### src/rtl/game_core.sv
// game_core: Whac-A-Mole game control core.
//   Owns the game FSM (IDLE/RUN/PAUSE/WIN/LOSE), score, countdown, level and
//   per-mole lifetimes. All outputs are registered.
// Ports:
//   clk          system clock
//   reset        synchronous active-low reset
//   start_click  one-cycle pulse, any left click
//   pause_click  one-cycle pulse, click on pause button
//   hit_mole     one-cycle pulses, click inside mole i
//   rand_idx     random mole index, sampled at each spawn attempt
//   state        0 IDLE, 1 RUN, 2 PAUSE, 3 WIN, 4 LOSE
//   mole_up      bit i = mole i visible
//   score        hits this game (saturating)
//   time_left    seconds remaining
//   level        current level, 1..MAX_LEVEL
//   hit_pulse    one cycle per accepted hit
//   miss_pulse   one cycle when any mole expires un-hit
//   is_win       high in WIN
module game_core #(
  parameter int N_MOLES      = 12,
  parameter int TICK_CYCLES  = 100_000_000,
  parameter int GAME_SECONDS = 60,
  parameter int WIN_SCORE    = 30,
  parameter int LEVEL_STEP   = 5,
  parameter int MAX_LEVEL    = 9,
  parameter int SPAWN_BASE   = 50_000_000,
  parameter int SPAWN_DEC    = 4_000_000,
  parameter int UP_BASE      = 80_000_000,
  parameter int UP_DEC       = 6_000_000,
  parameter int IDX_W        = 4
) (
  input  logic               clk,
  input  logic               reset,
  input  logic               start_click,
  input  logic               pause_click,
  input  logic [N_MOLES-1:0] hit_mole,
  input  logic [IDX_W-1:0]   rand_idx,
  output logic [2:0]         state,
  output logic [N_MOLES-1:0] mole_up,
  output logic [15:0]        score,
  output logic [15:0]        time_left,
  output logic [3:0]         level,
  output logic               hit_pulse,
  output logic               miss_pulse,
  output logic               is_win
);

  typedef enum logic [2:0] {
    S_IDLE  = 3'd0,
    S_RUN   = 3'd1,
    S_PAUSE = 3'd2,
    S_WIN   = 3'd3,
    S_LOSE  = 3'd4
  } state_t;

  localparam logic [31:0] TICK_LAST = 32'(TICK_CYCLES - 1);
  localparam logic [31:0] STEP_LAST = 32'(LEVEL_STEP - 1);

  state_t             r_state;
  logic [N_MOLES-1:0] r_mole_up;
  logic [15:0]        r_score;
  logic [15:0]        r_time_left;
  logic [3:0]         r_level;
  logic               r_hit_pulse;
  logic               r_miss_pulse;
  logic               r_is_win;
  logic [31:0]        r_presc;
  logic [31:0]        r_spawn_cnt;
  logic [31:0]        r_step_cnt;   // hits since last level boundary
  logic [31:0]        r_life [N_MOLES];

  logic [31:0]        w_lvl_m1;
  logic [31:0]        w_spawn_last;
  logic [31:0]        w_up_time;
  logic               w_spawn_try;
  logic               w_tick;
  logic [N_MOLES-1:0] w_valid;
  logic [N_MOLES-1:0] w_hit_oh;
  logic               w_hit_any;
  logic               w_score_inc;
  logic [15:0]        w_score_nx;
  logic               w_win;
  logic [N_MOLES-1:0] w_exp;
  logic [N_MOLES-1:0] w_spawn_oh;

  assign w_lvl_m1     = 32'(r_level) - 32'd1;
  assign w_spawn_last = 32'(SPAWN_BASE) - w_lvl_m1 * 32'(SPAWN_DEC) - 32'd1;
  assign w_up_time    = 32'(UP_BASE) - w_lvl_m1 * 32'(UP_DEC);
  // >= rather than == so a level-up that shortens the period mid-count
  // cannot leave the counter stranded above the new terminal value.
  assign w_spawn_try  = r_spawn_cnt >= w_spawn_last;
  assign w_tick       = r_presc == TICK_LAST;

  // Lowest-index valid hit only: isolate the least significant set bit.
  assign w_valid     = hit_mole & r_mole_up;
  assign w_hit_oh    = w_valid & (~w_valid + N_MOLES'(1));
  assign w_hit_any   = |w_hit_oh;
  assign w_score_inc = w_hit_any && (r_score != 16'hFFFF);
  assign w_score_nx  = r_score + {15'd0, w_score_inc};
  assign w_win       = w_score_inc && (32'(w_score_nx) >= 32'(WIN_SCORE));

  // A hit on a mole masks both its expiry and any spawn onto it this cycle.
  // Out-of-range rand_idx matches no lane, so that attempt simply lapses.
  always_comb begin
    w_exp      = '0;
    w_spawn_oh = '0;
    for (int i = 0; i < N_MOLES; i++) begin
      w_exp[i]      = r_mole_up[i] && (r_life[i] == 32'd1) && !w_hit_oh[i];
      w_spawn_oh[i] = w_spawn_try && (32'(rand_idx) == 32'(i)) &&
                      !r_mole_up[i] && !w_hit_oh[i];
    end
  end

  always_ff @(posedge clk) begin
    if (!reset) begin
      r_state      <= S_IDLE;
      r_mole_up    <= '0;
      r_score      <= '0;
      r_time_left  <= 16'(GAME_SECONDS);
      r_level      <= 4'd1;
      r_hit_pulse  <= 1'b0;
      r_miss_pulse <= 1'b0;
      r_is_win     <= 1'b0;
      r_presc      <= '0;
      r_spawn_cnt  <= '0;
      r_step_cnt   <= '0;
      for (int i = 0; i < N_MOLES; i++) r_life[i] <= '0;
    end else begin
      r_hit_pulse  <= 1'b0;
      r_miss_pulse <= 1'b0;
      case (r_state)
        S_IDLE: begin
          r_presc     <= '0;
          r_spawn_cnt <= '0;
          if (start_click) r_state <= S_RUN;
        end
        S_RUN: begin
          if (pause_click) begin
            // Pause swallows everything else in this cycle.
            r_state <= S_PAUSE;
          end else begin
            if (w_tick) begin
              r_presc     <= '0;
              r_time_left <= r_time_left - 16'd1;
            end else begin
              r_presc <= r_presc + 32'd1;
            end
            r_spawn_cnt <= w_spawn_try ? '0 : r_spawn_cnt + 32'd1;

            for (int i = 0; i < N_MOLES; i++) begin
              if (w_spawn_oh[i])     r_life[i] <= w_up_time;
              else if (w_hit_oh[i])  r_life[i] <= '0;
              else if (r_mole_up[i]) r_life[i] <= r_life[i] - 32'd1;
            end
            r_mole_up    <= (r_mole_up & ~w_hit_oh & ~w_exp) | w_spawn_oh;
            r_hit_pulse  <= w_hit_any;
            r_miss_pulse <= |w_exp;

            if (w_score_inc) begin
              r_score <= w_score_nx;
              if (r_step_cnt == STEP_LAST) begin
                r_step_cnt <= '0;
                if (r_level < 4'(MAX_LEVEL)) r_level <= r_level + 4'd1;
              end else begin
                r_step_cnt <= r_step_cnt + 32'd1;
              end
            end

            // Win beats a simultaneous final-second timeout.
            if (w_win) begin
              r_state   <= S_WIN;
              r_is_win  <= 1'b1;
              r_mole_up <= '0;
            end else if (w_tick && r_time_left == 16'd1) begin
              r_state   <= S_LOSE;
              r_mole_up <= '0;
            end
          end
        end
        S_PAUSE: begin
          if (pause_click) r_state <= S_RUN;
        end
        S_WIN, S_LOSE: begin
          if (start_click) begin
            r_state     <= S_IDLE;
            r_score     <= '0;
            r_time_left <= 16'(GAME_SECONDS);
            r_level     <= 4'd1;
            r_mole_up   <= '0;
            r_is_win    <= 1'b0;
            r_step_cnt  <= '0;
            for (int i = 0; i < N_MOLES; i++) r_life[i] <= '0;
          end
        end
        default: r_state <= S_IDLE;
      endcase
    end
  end

  assign state      = r_state;
  assign mole_up    = r_mole_up;
  assign score      = r_score;
  assign time_left  = r_time_left;
  assign level      = r_level;
  assign hit_pulse  = r_hit_pulse;
  assign miss_pulse = r_miss_pulse;
  assign is_win     = r_is_win;

endmodule

### config.mk
export PLATFORM = sky130hd
export DESIGN_NAME = game_core
export DESIGN_NICKNAME = d
export VERILOG_FILES = /design/src/rtl/game_core.sv
export SDC_FILE = /design/constraint.sdc
export NUM_CORES = 2
export LEC_CHECK = 0
export ABC_AREA = 1
export BUFFER_PORTS_ARGS = -buffer_cell sky130_fd_sc_hd__buf_4
export CAP_MARGIN = 15
export CORE_MARGIN = 2
export CORE_UTILIZATION = 60
export CTS_CLUSTER_SIZE = 14
export DETAILED_ROUTE_END_ITERATION = 8
export GPL_TIMING_DRIVEN = 0
export PLACE_DENSITY = 0.85
export SLEW_MARGIN = 20
export SYNTH_ARGS = -nofsm -noshare
export SYNTH_HDL_FRONTEND = slang
export SYNTH_SLANG_ARGS = --single-unit
### constraint.sdc
create_clock -name clk -period 18.6 [get_ports clk]
set_input_delay 1.86 -clock clk [delete_from_list [all_inputs] [get_ports clk]]
set_output_delay 1.86 -clock clk [all_outputs]
set_load 0.005 [all_outputs]
==> reports/qor.csv <==
metric,value,unit
Layout area overhead,9.44,%
Hold WS,0.471,ns
first-pass GRT wire length,192000,um
initial antenna violation count,0,
crit path capture type,flop,
Arrival @ worst endpoint,11.89,ns
DR pass1 iterations,9,
Mapped Area,40200,um2
RSZ-0062 raised after global routing,false,
count of final setup violators,0,
"Hold Violations, Final",0,
syn_nets,5713,
Initial Util,60.9,%
Post-synth EDFFs,384,
final slew viol count,0,
Die X,263,um
crit-path most repeated cell,nand2_1,
largest net degree at the start of global routing,47,
slew margin rel.,23.4,%
clock sink count,534,
CTS Buf Count,58,
Worst path max stage delay,0.87,ns
Worst setup SP type,flop,
gr ovfl total,0,
yosys warns,0,
final WL,121000,um
Fmax,86.6,MHz
Post-DRT Antenna Nets,0,
Final Critical Period,11.54,ns
post-synthesis async set-or-reset flop share,0,%
gr usage total,34.3,%
outcome,"finished, final reports clean",
drt wl/cell,18.6,um
Slowest cell on crit path,buf_2,
Post-CTS Hold Buffers,0,
die footprint,69100,um2
vias per inst,5.97,
post-route core utilization,66.6,%
CTS tree,done,
Buffers on Ports,73,
reg2reg end,r_life[2][64]$_SDFFCE_PP0P_,
count of state elements after synthesis,534,
setup TNS,0,ns
initial DRC count,4655,
cell count after synthesis,5463,
layout cells sized above 1,7.57,%
routed vias,39000,
H-tree levels,2,
"Primary FF master, synth",edfxtp_1,
Rows,94,
Crit Reg-Reg Startpoint,level[0]$_SDFFE_PN1P_,
Synth Area per Inst,7.36,um2
Hold Path End,r_presc[22]$_SDFFE_PN0P_,
final net count,5859,
WP data required,18.95,ns
DR DRC count,0,
post-cts resize count,0,
vias in the first global route,37000,
Die Span Y,263,um
WHS Path Cells,2,
"Reg clk slew, reported paths",0.06,ns
routability cong.,1.01,
skew final,0.0403,ns
R2R depth,41,
Hold WC Path Type,reg2reg,
post-DP HPWL,87800,um
io pins,74,
Synth cell types,64,
Setup CP Type,reg2reg,
hold path start,r_presc[22]$_SDFFE_PN0P_,
worst skew pair latency,0.65,ns
post-synthesis sequential area ratio,36.1,%
ratio of final minimum period to clock period,62.1,%
Post-CTS Setup Bufs,0,
"setup slack, reg-to-reg",7.06,ns
core box area,66100,um2
Root Driver,clkbuf_16,
worst-path maximum fanout,46,
clk buf depth,3,
Max Cap Violations,0,
Worst Tran Pin Value,1.15,ns
worst max-delay path: cells and delay by family, from the launching register on:
family	cells	cell delay, ns
adder cells (fa/ha/maj)	9	3.57
buffers and inverters	13	3.26
AND/OR/NAND/NOR	15	2.62
AO/OA/AOI/OAI	3	1.14
flip-flops	1	0.42
XOR/XNOR	1	0.22
how the worst max path moves through the flow:
stage | start | to | slack (ns) | cells past startpoint
floorplan | level[0]$_SDFFE_PN1P_ | r_life[2][32]$_SDFFCE_PP0P_ | 8.24 | 37
global placement | level[0]$_SDFFE_PN1P_ | r_life[2][61]$_SDFFCE_PP0P_ | 3.62 | 36
detailed placement | level[0]$_SDFFE_PN1P_ | r_life[2][64]$_SDFFCE_PP0P_ | 7.32 | 41
CTS | level[0]$_SDFFE_PN1P_ | r_life[2][65]$_SDFFCE_PP0P_ | 7.29 | 41
global route | level[0]$_SDFFE_PN1P_ | r_life[2][65]$_SDFFCE_PP0P_ | 6.28 | 41
finish | level[0]$_SDFFE_PN1P_ | r_life[2][64]$_SDFFCE_PP0P_ | 7.06 | 41
layer usage:
layer / GRT usage (%) / vias up / share of wire [%]
met1: 42.6 / 17900 / 38
li1: - / 18400 / -
met2: 54.9 / 2179 / 45
met5: 1.73 / - / 0.11
met3: 7.77 / 446 / 11
met4: 20.0 / 4 / 6.1
placed cells by master (no fill, tap or decap), types with 72 or more instances in the layout:
cell type and instances:
nand2_1 1097, nor2_1 800, inv_1 684, a21oi_1 454
edfxtp_1 384, nand3_1 347, ha_1 173, xor2_1 164
nor3_1 164, o21ai_0 154, dfxtp_1 150, xnor2_1 104
nand4_1 103, buf_4 92, clkbuf_1 72
state kept, by name (all words and copies together), names as in the netlist, 3 cells and up:
name	cells
mole_up	12
score	16
level	4
r_presc	32
r_step_cnt	32
r_spawn_cnt	32
state	3
r_life	384
time_left	16
cell usage after synthesis, drive strengths merged, types with 57 or more instances:
| cell type | instances | area share, % |
|---|---|---|
| dfxtp | 150 | 7.5 |
| a21oi | 458 | 5.7 |
| inv | 698 | 6.5 |
| clkbuf | 65 | 0.61 |
| nor3 | 174 | 2.3 |
| nor4 | 60 | 1.0 |
| nor2 | 825 | 7.9 |
| nand3 | 354 | 4.5 |
| edfxtp | 384 | 29 |
| nand4 | 105 | 1.7 |
| or2 | 71 | 1.1 |
| fa | 57 | 2.8 |
| o21ai | 169 | 2.1 |
| xnor2 | 104 | 2.3 |
| nand2 | 1130 | 11 |
| xor2 | 167 | 3.7 |
| ha | 173 | 5.4 |
| buf | 88 | 1.2 |
area by class of cell:
cell class	count	area (um2)
Antenna cell	2	5.00
Inverter	706	2650
Buffer	153	759
Fill cell	5571	22100
Clock inverter	29	334
Multi-Input combinational cell	4070	22400
Clock buffer	78	1580
Sequential cell	534	14500
Timing Repair Buffer	86	733
Tap cell	864	1080
per-stage QoR:
step / setup slack (ns) / cell area (um2) / std cells
6_report: 7.06 / 44000 / 6522
5_1_grt: 6.28 / 44000 / 6520
4_1_cts: 7.29 / 44000 / 6520
3_5_place_dp: 7.32 / 42100 / 6413
3_3_place_gp: 3.62 / 41900 / 6400
2_1_floorplan: 8.24 / 40200 / 5463
cell families (layout without fill, tap and decap cells):
kind of cell / count (synthesis) / after routing / synth area share (%)
compound gates: 802 / 802 / 11.2
xor+xnor: 271 / 271 / 5.94
fa+ha+maj: 230 / 230 / 8.22
buf+inv: 859 / 1052 / 8.44
flops: 534 / 534 / 36.1
other cells: 0 / 2 / 0
simple gates: 2767 / 2767 / 30.0
Power is not shown: default switching activity piles up to over one toggle a cycle in this logic, so the estimate is an artifact.
